===== src/rtl/alu_pkg.sv =====
// Shared encodings for the 16-bit ALU issue path: op codes, controller states, flag bits.
package alu_pkg;
   localparam logic [2:0] OP_ADD = 3'b000;
   localparam logic [2:0] OP_SUB = 3'b001;
   localparam logic [2:0] OP_AND = 3'b010;
   localparam logic [2:0] OP_OR  = 3'b011;
   localparam logic [2:0] OP_MUL = 3'b100;
   localparam logic [2:0] OP_DIV = 3'b101;

   localparam int FLAG_C = 3;
   localparam int FLAG_V = 2;
   localparam int FLAG_N = 1;
   localparam int FLAG_Z = 0;

   typedef enum logic [1:0] {ST_IDLE, ST_EXEC, ST_RESP} state_t;

   // 11x encodings are reserved
   function automatic logic op_legal(input logic [2:0] op);
      return op <= OP_DIV;
   endfunction
endpackage


===== src/rtl/regfile_nx16.sv =====
// NREGS x 16 register file: two asynchronous read ports, one synchronous write port.
module regfile_nx16 #(
   parameter int NREGS  = 8,
   parameter bit RF_CLR = 1'b1,
   localparam int AW    = $clog2(NREGS)
) (
   input  logic          clk,
   input  logic          rst,
   input  logic          we,
   input  logic [AW-1:0] waddr,
   input  logic [15:0]   wdata,
   input  logic [AW-1:0] raddr1,
   input  logic [AW-1:0] raddr2,
   output logic [15:0]   rdata1,
   output logic [15:0]   rdata2
);
   logic [15:0] regs [NREGS];

   always_ff @(posedge clk) begin
      if (RF_CLR && rst) begin
         for (int i = 0; i < NREGS; i++) regs[i] <= '0;
      end else if (we) begin
         regs[waddr] <= wdata;
      end
   end

   assign rdata1 = regs[raddr1];
   assign rdata2 = regs[raddr2];
endmodule


===== src/rtl/alu_issue_ctrl_16bit.sv =====
// Issue controller for the 16-bit ALU: reads operands, drives the ALU, writes back
// the result and holds a response until the consumer accepts it.
module alu_issue_ctrl_16bit
   import alu_pkg::*;
#(
   parameter int NREGS  = 8,
   parameter bit RF_CLR = 1'b1,
   localparam int AW    = $clog2(NREGS)
) (
   input  logic          clk,
   input  logic          rst,
   input  logic          cmd_valid,
   output logic          cmd_ready,
   input  logic [2:0]    cmd_op,
   input  logic [AW-1:0] cmd_rd,
   input  logic [AW-1:0] cmd_rs1,
   input  logic [AW-1:0] cmd_rs2,
   input  logic          ld_en,
   input  logic [AW-1:0] ld_addr,
   input  logic [15:0]   ld_data,
   output logic [15:0]   alu_a,
   output logic [15:0]   alu_b,
   output logic          alu_sub,
   output logic [2:0]    alu_op_select,
   input  logic [15:0]   alu_result,
   input  logic          alu_cout,
   input  logic          alu_overflow,
   output logic          rsp_valid,
   input  logic          rsp_ready,
   output logic [15:0]   rsp_data,
   output logic          rsp_err,
   output logic [3:0]    flags
);
   state_t        state, state_nxt;
   logic [AW-1:0] rd_q;
   logic          exec_ok;
   logic          we;
   logic [AW-1:0] waddr;
   logic [15:0]   wdata;
   logic [15:0]   rdata1, rdata2;

   // alu_b is already registered, so the divide-by-zero test sees the real divisor
   assign exec_ok = op_legal(alu_op_select) && !(alu_op_select == OP_DIV && alu_b == 16'd0);

   assign cmd_ready = (state == ST_IDLE);
   assign rsp_valid = (state == ST_RESP);

   always_comb begin
      state_nxt = state;
      we        = 1'b0;
      waddr     = ld_addr;
      wdata     = ld_data;
      case (state)
         ST_IDLE: begin
            if (cmd_valid) state_nxt = ST_EXEC;
            else if (ld_en) we = 1'b1;
         end
         ST_EXEC: begin
            state_nxt = ST_RESP;
            if (exec_ok) begin
               we    = 1'b1;
               waddr = rd_q;
               wdata = alu_result;
            end
         end
         ST_RESP: if (rsp_ready) state_nxt = ST_IDLE;
         default: state_nxt = ST_IDLE;
      endcase
      // reset aborts any in-flight writeback even when the file itself is not cleared
      if (rst) we = 1'b0;
   end

   regfile_nx16 #(.NREGS(NREGS), .RF_CLR(RF_CLR)) u_rf (
      .clk    (clk),
      .rst    (rst),
      .we     (we),
      .waddr  (waddr),
      .wdata  (wdata),
      .raddr1 (cmd_rs1),
      .raddr2 (cmd_rs2),
      .rdata1 (rdata1),
      .rdata2 (rdata2)
   );

   always_ff @(posedge clk) begin
      if (rst) begin
         state         <= ST_IDLE;
         rd_q          <= '0;
         alu_a         <= '0;
         alu_b         <= '0;
         alu_sub       <= 1'b0;
         alu_op_select <= '0;
         rsp_data      <= '0;
         rsp_err       <= 1'b0;
         flags         <= '0;
      end else begin
         state <= state_nxt;
         case (state)
            ST_IDLE: if (cmd_valid) begin
               rd_q          <= cmd_rd;
               alu_a         <= rdata1;
               alu_b         <= rdata2;
               alu_op_select <= cmd_op;
               alu_sub       <= (cmd_op == OP_SUB);
            end
            ST_EXEC: begin
               if (exec_ok) begin
                  rsp_data       <= alu_result;
                  rsp_err        <= 1'b0;
                  flags[FLAG_C]  <= alu_cout;
                  flags[FLAG_V]  <= alu_overflow;
                  flags[FLAG_N]  <= alu_result[15];
                  flags[FLAG_Z]  <= (alu_result == 16'd0);
               end else begin
                  rsp_data <= '0;
                  rsp_err  <= 1'b1;
               end
            end
            default: ;
         endcase
      end
   end
endmodule

===== config.mk =====
export PLATFORM = sky130hd
export DESIGN_NAME = alu_issue_ctrl_16bit
export DESIGN_NICKNAME = d
export VERILOG_FILES = /design/src/rtl/alu_pkg.sv /design/src/rtl/regfile_nx16.sv /design/src/rtl/alu_issue_ctrl_16bit.sv
export SDC_FILE = /design/constraint.sdc
export NUM_CORES = 1
export LEC_CHECK = 0
export CORE_AREA = 2 2 236 122
export CTS_CLUSTER_SIZE = 25
export DETAILED_ROUTE_END_ITERATION = 8
export DIE_AREA = 0 0 238 124
export GPL_TIMING_DRIVEN = 1
export SYNTH_ARGS = -nofsm -noshare
export SYNTH_HDL_FRONTEND = slang
export SYNTH_SLANG_ARGS = --single-unit

===== constraint.sdc =====
create_clock -name clk -period 10.3 [get_ports clk]
set_clock_uncertainty 0.2 [all_clocks]
set_input_delay 1.545 -clock clk [delete_from_list [all_inputs] [get_ports clk]]
set_output_delay 1.545 -clock clk [all_outputs]
set_load 0.05 [all_outputs]

==> impl_results.html, run 1 <==
<table>
<tr><th>Metric</th><th>Value</th></tr>
<tr><th colspan="2">Worst setup path</th></tr>
<tr><td>Worst setup path class</td><td>input port to flip-flop</td></tr>
<tr><td>Maximum fanout count along the critical path</td><td>32</td></tr>
<tr><td>Crit path max-delay family</td><td>simple AND/OR/NAND/NOR gates</td></tr>
<tr><td>Critical path required time</td><td>around 10 ns</td></tr>
<tr><td>Kind of start point of the critical path</td><td>input port</td></tr>
<tr><td>Cell with the biggest individual delay on the critical path</td><td>nand2_1</td></tr>
<tr><td>Number of buffer and inverter instances along the worst setup path</td><td>1</td></tr>
<tr><td>Flop-to-flop setup slack</td><td>slightly above 6 ns</td></tr>
<tr><td>Worst setup EP type</td><td>flip-flop</td></tr>
<tr><td>Cell Chain, Critical Path</td><td>clkdlybuf4s50_1 &gt; nor4b_1 &gt; nand2_1 &gt; o22ai_1</td></tr>
<tr><td>Delay of the slowest cell on the worst path</td><td>around 0.9 ns</td></tr>
<tr><td>Data arrival time of the critical path</td><td>roughly 4.6 ns</td></tr>
<tr><th colspan="2">Floorplanning</th></tr>
<tr><td>Die outline height</td><td>approximately 120 um</td></tr>
<tr><td>Die area</td><td>between 0.02 and 0.03 mm^2</td></tr>
<tr><td>Chip Width</td><td>roughly 240 um</td></tr>
<tr><td>Number of primary I/O pins</td><td>113</td></tr>
<tr><td>Core footprint</td><td>approximately 0.027 mm^2</td></tr>
<tr><td>Standard-cell rows</td><td>43</td></tr>
<tr><td>Initial cell density of the core</td><td>0.3461</td></tr>
<tr><th colspan="2">Yosys</th></tr>
<tr><td>Post-synth top flop</td><td>edfxtp_1</td></tr>
<tr><td>Number of distinct library cells after synthesis</td><td>46</td></tr>
<tr><td>Top cells by area, synth</td><td>edfxtp_1 41%, mux4_2 15%, dfxtp_1 13%</td></tr>
<tr><td>Synthesis Warnings</td><td>0</td></tr>
<tr><td>Net count after synthesis</td><td>approximately 810</td></tr>
<tr><td>Synth Cell Area</td><td>roughly 0.0095 mm^2</td></tr>
<tr><td>Sequential cell area fraction in the yosys report</td><td>0.5376</td></tr>
<tr><td>Flops &amp; latches, synth</td><td>190</td></tr>
<tr><td>Mean instance size in the synthesized netlist</td><td>around 12 um^2</td></tr>
<tr><td>Number of standard cells after synthesis</td><td>758</td></tr>
<tr><td>Cell accounting for the most synthesized area</td><td>edfxtp_1</td></tr>
<tr><td>Yosys top cell area share</td><td>0.4063</td></tr>
<tr><td>Number of enable flip-flop cells after synthesis</td><td>between 100 and 150</td></tr>
<tr><td>Proportion of register bits with asynchronous set or reset after synthesis</td><td>0</td></tr>
<tr><th colspan="2">Run</th></tr>
<tr><td>Max-capacitance violation count</td><td>0</td></tr>
<tr><th colspan="2">Power and ir drop</th></tr>
<tr><td>Worst vdd ir</td><td>123.2 uV</td></tr>
<tr><td>Standby leakage power</td><td>roughly 3.7 nW</td></tr>
<tr><td>Ratio of total power to cell area</td><td>roughly 170 mW/mm^2</td></tr>
<tr><th colspan="2">Drt</th></tr>
<tr><td>Wire per inst</td><td>27.82 um</td></tr>
<tr><td>Total routed wirelength</td><td>between 30,000 and 40,000 um</td></tr>
<tr><td>Total number of vias</td><td>around 7,500</td></tr>
<tr><td>Count of antenna-violating nets left after detailed routing</td><td>0</td></tr>
<tr><td>Iter 0 DRT Violations</td><td>around 1,300</td></tr>
<tr><td># DRC</td><td>0</td></tr>
<tr><td>Via density per instance</td><td>about 6.3</td></tr>
<tr><td>Total iterations of the first detailed-routing run</td><td>6</td></tr>
<tr><th colspan="2">Clock network</th></tr>
<tr><td>Clock sinks</td><td>190</td></tr>
<tr><td>Number of buffers inserted during clock tree synthesis</td><td>17</td></tr>
<tr><td>Clock buffer depth</td><td>2</td></tr>
<tr><td>Source-to-sink clock delay at the later pin of the worst-skew pair</td><td>roughly 0.45 ns</td></tr>
<tr><td>Clock tree from TritonCTS</td><td>done</td></tr>
<tr><td>Clock Tree Root</td><td>clkbuf_16</td></tr>
<tr><td>Post-CTS setup-driven buffer insertion count</td><td>0</td></tr>
<tr><td>H-tree Lvls</td><td>4</td></tr>
<tr><td>Post-CTS resize count</td><td>0</td></tr>
<tr><td>Cts-stage hold buffer count</td><td>0</td></tr>
<tr><td>CTS clock-pin slew for the worst setup and hold paths</td><td>roughly 0.07 ns</td></tr>
<tr><th colspan="2">Timing</th></tr>
<tr><td>Worst slew slack as a fraction of its limit</td><td>0.1588</td></tr>
<tr><td>Peak clock frequency supported by timing</td><td>approximately 220 MHz</td></tr>
<tr><td>Unrepaired setup endpoints after global routing</td><td>false</td></tr>
<tr><td>Final count of pins violating max slew</td><td>0</td></tr>
<tr><td>Count of endpoints failing hold in the final timing report</td><td>0</td></tr>
<tr><td>Number of endpoints failing setup at the final stage</td><td>0</td></tr>
<tr><td>Final min period</td><td>4.582 ns</td></tr>
<tr><td>Final total negative setup slack</td><td>0 ns</td></tr>
<tr><td>Final worst hold slack</td><td>0.2554 ns</td></tr>
<tr><td>Period Utilization, post-route</td><td>0.4449</td></tr>
<tr><td>Least-Margin Pin Slew</td><td>between 1 and 1.5 ns</td></tr>
<tr><th colspan="2">Global route</th></tr>
<tr><td>Largest net degree at the start of global routing</td><td>71</td></tr>
<tr><td>First-pass GRT wire length</td><td>48,420 um</td></tr>
<tr><td>Global-route usage over all layers</td><td>0.2321</td></tr>
<tr><td>Initial antenna violation count</td><td>0</td></tr>
<tr><td>Total gr overflow</td><td>0</td></tr>
<tr><td>Via count of the first global-routing pass</td><td>between 6,000 and 7,000</td></tr>
<tr><th colspan="2">Cells and area</th></tr>
<tr><td>Final non-filler cell area</td><td>about 0.011 mm^2</td></tr>
<tr><td>Layout cell share with drive strength beyond 1</td><td>0.1528</td></tr>
<tr><td>Number of standard cells in the final layout excluding fillers</td><td>around 1,200</td></tr>
<tr><td>Net count of the finished layout</td><td>a little under 900</td></tr>
<tr><td>Number of fill cells in the layout</td><td>between 2,000 and 3,000</td></tr>
<tr><td>Area of the multi-input gates</td><td>0.004121 mm^2</td></tr>
<tr><td>Number of antenna cells inserted</td><td>0</td></tr>
<tr><td>Layout overhead on the synthesized area</td><td>20.82%</td></tr>
<tr><td>Area occupied by registers</td><td>roughly 0.0051 mm^2</td></tr>
<tr><th colspan="2">Place</th></tr>
<tr><td>Buffers on Ports</td><td>112</td></tr>
<tr><td>Standard cell area after detailed placement</td><td>between 0.01 and 0.015 mm^2</td></tr>
<tr><td>Final weighted congestion in routability-driven placement</td><td>between 0.8 and 0.9</td></tr>
<tr><td>HPWL after detailed placement</td><td>23,500 um</td></tr>
<tr><td>Count of placed standard cells including taps</td><td>1,172</td></tr>
<tr><th colspan="2">Status</th></tr>
<tr><td>Run status</td><td>complete, no violations</td></tr>
<tr><th colspan="2">Min path</th></tr>
<tr><td>Worst min-delay path category</td><td>flip-flop to flip-flop</td></tr>
</table>
==> placed cells by master (no fill, tap or decap), types with 2 or more instances in the layout <==
cell,count
a21oi_1,46
clkinvlp_4,3
o2111ai_4,2
mux4_2,64
o21ai_2,4
or2_2,2
clkbuf_16,18
buf_2,2
nand2b_1,5
clkdlybuf4s50_1,110
o22ai_1,112
nor4b_1,4
mux2i_1,34
o311ai_4,2
nor4_1,9
inv_1,2
nor2b_1,5
and2_1,3
o311ai_0,2
inv_6,2
buf_4,10
nand2_1,108
o21ai_0,48
edfxtp_1,128
clkbuf_1,2
o32ai_1,16
nor2_1,7
clkinv_4,3
a2bb2oi_1,2
dfxtp_1,62
nand3_1,3
clkinv_2,2
==> layout make-up <==
cell class                 count  share of cell area
clock buffer                  21             0.04127
clock inverter                11            0.009306
inverter                       2           0.0006569
multi-input combinational    498              0.3606
sequential                   190              0.4449
tap                          360             0.03941
timing repair buffer         122              0.1038
==> Yosys cell counts, drive strengths merged, types with 4 or more instances <==
cell / count
nor2b: 5
o21ai: 53
o311ai: 4
dfxtp: 62
mux2i: 34
nor4: 9
buf: 22
nand2: 108
o22ai: 112
edfxtp: 128
nor4b: 4
clkbuf: 46
nor2: 8
o32ai: 16
mux4: 64
a21oi: 46
nand2b: 6
and2: 4
==> state kept, by name (all words and copies together), names as in the netlist <==
register / flops
flags: 4
alu_op_select: 3
rsp_data: 16
alu_sub: 1
rd_q: 3
rsp_err: 1
state: 2
alu_b: 16
alu_a: 16
u_rf.regs: 128
==> cells by family (layout without fill, tap and decap cells) <==
logic type / count (synthesis) / after routing / share of synthesized area
AOI/OAI and AO/OA: 239 / 239 / 0.1602
buffers and inverters: 70 / 156 / 0.03426
and+or+nand+nor: 161 / 161 / 0.07963
muxes: 98 / 98 / 0.1884
DFF: 190 / 190 / 0.5376
==> routing by layer <==
metal	vias to the layer above	share of wire	wire length [um]	track usage
met1	3678	0.46	15340	0.3597
met2	604	0.36	11970	0.2760
li1	3215	-	-	-
met5	-	0	0	0
met3	31	0.17	5780	0.1095
met4	0	0.012	406	0.06016
==> final timing paths <==
check	to	start	depth (start not counted)
setup / recovery	u_rf.regs[3][13]	rst	4
hold / removal	alu_sub	alu_sub	2
setup reg to reg	u_rf.regs[4][11]	alu_b[4]	4
hold reg to reg	alu_sub	alu_sub	2
==> per-stage QoR <==
| step | util | setup WS [ns] | total power [W] |
|---|---|---|---|
| global placement | 0.3970 | 5.488 | 0.001229 |
| floorplan | - | 6.356 | 0.001096 |
| CTS | 0.4181 | 5.789 | 0.001884 |
| finish | 0.4181 | 5.718 | 0.001890 |
| detailed placement | 0.3970 | 5.360 | 0.001232 |
| global route | 0.4181 | 5.531 | 0.001946 |
==> power by group <==
part / switching [W] / total, W / internal, W
clock network: 0.000311 / 0.000668 / 0.000356
logic: 0.000215 / 0.000332 / 0.000117
registers: 0.0000333 / 0.000890 / 0.000857
total: 0.000560 / 0.00189 / 0.00133
==> tightest hold or removal path, delay by kind of cell (launching register included) <==
family | cells | cell delay, ns
AOI/OAI and AO/OA | 1 | 0.05
DFF | 1 | 0.31
and+or+nand+nor | 1 | 0.05
No activity file was read; power rests on OpenSTA's default activity.
==> run 2: changes to the inputs <==
- clock period: 10.3 -> 4 ns (I/O delays scaled with it)
==> impl_results.html, run 2 (same netlist as run 1, synthesis figures left out) <==
<table>
<tr><th>Metric</th><th>Value</th></tr>
<tr><th colspan="2">Worst setup path</th></tr>
<tr><td>Critical path required time</td><td>3.83 ns (-6.53 ns)</td></tr>
<tr><td>Maximum fanout count along the critical path</td><td>17 (-47%)</td></tr>
<tr><td>Data arrival time of the critical path</td><td>3.05 ns (-1.59 ns)</td></tr>
<tr><td>Worst setup EP type</td><td>flip-flop</td></tr>
<tr><td>Worst setup path class</td><td>flip-flop to flip-flop</td></tr>
<tr><td>Worst reg2reg path depth</td><td>4 (unchanged)</td></tr>
<tr><td>Kind of start point of the critical path</td><td>flip-flop</td></tr>
<tr><th colspan="2">Drt</th></tr>
<tr><td>Count of antenna-violating nets left after detailed routing</td><td>0 (unchanged)</td></tr>
<tr><td>Via density per instance</td><td>6.203 (-0.79%)</td></tr>
<tr><td>Wire per inst</td><td>28.09 um (+0.96%)</td></tr>
<tr><td>Post-route met1 wirelength</td><td>15,160 um (-1.2%)</td></tr>
<tr><td>Top metal layer carrying routed signals</td><td>met5</td></tr>
<tr><td># DRC</td><td>0 (unchanged)</td></tr>
<tr><td>Total iterations of the first detailed-routing run</td><td>8 (+2)</td></tr>
<tr><td>Total met3 wirelength after detailed routing</td><td>7262 um (+26%)</td></tr>
<tr><td>Total number of vias</td><td>7,574 (+0.61%)</td></tr>
<tr><td>Iter 0 DRT Violations</td><td>1,399 (+6.1%)</td></tr>
<tr><td>Total routed wirelength</td><td>34,300 um (+2.4%)</td></tr>
<tr><td>Routed met2 length</td><td>11,210 um (-6.3%)</td></tr>
<tr><th colspan="2">Global route</th></tr>
<tr><td>Via count of the first global-routing pass</td><td>7,041 (+2.0%)</td></tr>
<tr><td>Largest net degree at the start of global routing</td><td>71 (unchanged)</td></tr>
<tr><td>Total gr overflow</td><td>0 (unchanged)</td></tr>
<tr><td>Global-route usage over all layers</td><td>0.2390 (+0.006868)</td></tr>
<tr><td>Initial antenna violation count</td><td>0 (unchanged)</td></tr>
<tr><td>First-pass GRT wire length</td><td>49,420 um (+2.1%)</td></tr>
<tr><th colspan="2">Clock network</th></tr>
<tr><td>Clock tree from TritonCTS</td><td>done</td></tr>
<tr><td>Clock buffer depth</td><td>2 (unchanged)</td></tr>
<tr><td>CTS clock-pin slew for the worst setup and hold paths</td><td>0.07 ns (about the same)</td></tr>
<tr><td>Source-to-sink clock delay at the later pin of the worst-skew pair</td><td>0.45 ns (about the same)</td></tr>
<tr><td>Number of buffers inserted during clock tree synthesis</td><td>17 (unchanged)</td></tr>
<tr><td>H-tree Lvls</td><td>4 (unchanged)</td></tr>
<tr><td>Post-CTS resize count</td><td>0 (unchanged)</td></tr>
<tr><td>Clock sinks</td><td>190 (unchanged)</td></tr>
<tr><td>Post-CTS setup-driven buffer insertion count</td><td>0 (unchanged)</td></tr>
<tr><td>Cts-stage hold buffer count</td><td>0 (unchanged)</td></tr>
<tr><td>Clock Tree Root</td><td>clkbuf_16</td></tr>
<tr><th colspan="2">Cells and area</th></tr>
<tr><td>Net count of the finished layout</td><td>900 (+1.7%)</td></tr>
<tr><td>Final non-filler cell area</td><td>0.01156 mm^2 (+1.1%)</td></tr>
<tr><td>Number of fill cells in the layout</td><td>2,539 (-0.78%)</td></tr>
<tr><td>Flip-flop count of the largest register after layout</td><td>128 (unchanged)</td></tr>
<tr><td>Highest-count cells in the layout ignoring fill and taps</td><td>128 x edfxtp_1, 112 x o22ai_1, 110 x clkdlybuf4s50_1, 108 x nand2_1, 64 x mux4_2</td></tr>
<tr><td>Layout overhead on the synthesized area</td><td>22.21%</td></tr>
<tr><td>Most common cell after layout, fill and taps aside</td><td>edfxtp_1</td></tr>
<tr><td>Layout cell share with drive strength beyond 1</td><td>0.1653 (+0.01246)</td></tr>
<tr><td>Register name with the most flops</td><td>u_rf.regs</td></tr>
<tr><th colspan="2">Power and ir drop</th></tr>
<tr><td>Combinational share of power</td><td>0.176 (about the same)</td></tr>
<tr><td>Power Internal</td><td>0.003455 W (+160%)</td></tr>
<tr><td>Ratio of total power to cell area</td><td>424.9 mW/mm^2 (+160%)</td></tr>
<tr><td>Share of total power consumed by net switching</td><td>0.2965 (+0.0003583)</td></tr>
<tr><td>Standby leakage power</td><td>3.823 nW (+2.2%)</td></tr>
<tr><td>Net switching power of the design</td><td>0.001457 W (+160%)</td></tr>
<tr><td>Share of power burned in the clock network</td><td>0.355 (+0.002)</td></tr>
<tr><td>Share of power burned in registers</td><td>0.469 (-0.002)</td></tr>
<tr><td>Worst vdd ir</td><td>295.4 uV (+140%)</td></tr>
<tr><th colspan="2">Floorplanning</th></tr>
<tr><td>Die area</td><td>0.02951 mm^2 (unchanged)</td></tr>
<tr><td>Number of primary I/O pins</td><td>113 (unchanged)</td></tr>
<tr><td>Die outline height</td><td>124 um (unchanged)</td></tr>
<tr><td>Initial cell density of the core</td><td>0.3461 (unchanged)</td></tr>
<tr><td>Standard-cell rows</td><td>43 (unchanged)</td></tr>
<tr><td>Core footprint</td><td>0.02733 mm^2 (unchanged)</td></tr>
<tr><td>Chip Width</td><td>238 um (unchanged)</td></tr>
<tr><th colspan="2">Place</th></tr>
<tr><td>Buffers on Ports</td><td>112 (unchanged)</td></tr>
<tr><td>HPWL after detailed placement</td><td>26,170 um (+11%)</td></tr>
<tr><td>Standard cell area after detailed placement</td><td>0.01097 mm^2 (+1.1%)</td></tr>
<tr><td>Final weighted congestion in routability-driven placement</td><td>0.9238 (+4.0%)</td></tr>
<tr><th colspan="2">Timing</th></tr>
<tr><td>Period Utilization, post-route</td><td>0.8050</td></tr>
<tr><td>Unrepaired setup endpoints after global routing</td><td>false</td></tr>
<tr><td>Peak clock frequency supported by timing</td><td>310.6 MHz</td></tr>
<tr><td>Number of endpoints failing setup at the final stage</td><td>0 (unchanged)</td></tr>
<tr><td>Final total negative setup slack</td><td>0 ns (unchanged)</td></tr>
<tr><td>Count of endpoints failing hold in the final timing report</td><td>0 (unchanged)</td></tr>
<tr><td>Least-Margin Pin Slew</td><td>1.101 ns (-0.1575 ns)</td></tr>
<tr><td>Final count of pins violating max slew</td><td>0 (unchanged)</td></tr>
<tr><td>Final min period</td><td>3.220 ns</td></tr>
<tr><td>Worst slew slack as a fraction of its limit</td><td>0.2658 (+0.1070)</td></tr>
<tr><th colspan="2">Min path</th></tr>
<tr><td>Number of stages on the worst hold path</td><td>2 (unchanged)</td></tr>
<tr><td>Worst min-delay path category</td><td>flip-flop to flip-flop</td></tr>
<tr><th colspan="2">Status</th></tr>
<tr><td>Run status</td><td>complete, no violations</td></tr>
<tr><th colspan="2">Run</th></tr>
<tr><td>Max-capacitance violation count</td><td>0 (unchanged)</td></tr>
</table>
[run 2: critical path, stage by stage (launching register included)]
cell and delay, ns:
dfxtp_1 0.33, or4_4 0.58, or2_0 0.51, o2111ai_4 0.61
nand2_1 0.56
[run 2: path summary, 6_finish.rpt]
check / startpoint / end / slack (ns)
worst min-delay path: rsp_data[9] / rsp_data[9] / 0.26
worst max-delay path: alu_b[9] / u_rf.regs[6][0] / 0.78
worst max register to register: alu_b[9] / u_rf.regs[6][0] / 0.78
worst min register to register: rsp_data[9] / rsp_data[9] / 0.26
[run 2: through the flow]
stage,power (W),setup WS (ns),instances,util,hold slack (ns)
4_1_cts,0.004902,0.7818,1219,0.4228,0.2620
6_report,0.004912,0.7801,1221,0.4230,0.2584
3_3_place_gp,0.003179,0.8017,1187,0.4013,0.2415
5_1_grt,0.005055,0.5907,1219,0.4228,0.2758
3_5_place_dp,0.003184,0.7771,1187,0.4013,0.2478
2_1_floorplan,0.002822,0.05639,758,-,0.2535
[run 2: power groups by stage]
stage	logic [W]	registers, W	clock network (W)
3_3_place_gp	0.000845	0.00233	0
3_5_place_dp	0.000848	0.00234	0
2_1_floorplan	0.000376	0.00245	0
5_1_grt	0.000907	0.00231	0.00184
4_1_cts	0.000850	0.00229	0.00176
6_report	0.000865	0.00230	0.00174
[run 2: cell type report]
type | instances | area (um^2) | area share
clock inverter | 13 | 152.6 | 0.01320
sequential | 190 | 5085 | 0.4399
clock buffer | 19 | 432.9 | 0.03745
inverter | 2 | 7.507 | 0.0006494
antenna | 2 | 5.005 | 0.0004329
tap | 360 | 450.4 | 0.03897
multi-input combinational | 498 | 4103 | 0.3549
timing repair buffer | 137 | 1324 | 0.1145
[run 2: per-layer routing]
| layer | global-route usage | vias to the layer above |
|---|---|---|
| met2 | 0.2606 | 638 |
| met3 | 0.1589 | 38 |
| met4 | 0.05430 | 4 |
| met5 | 0.06229 | - |
| li1 | - | 3242 |
| met1 | 0.3561 | 3652 |
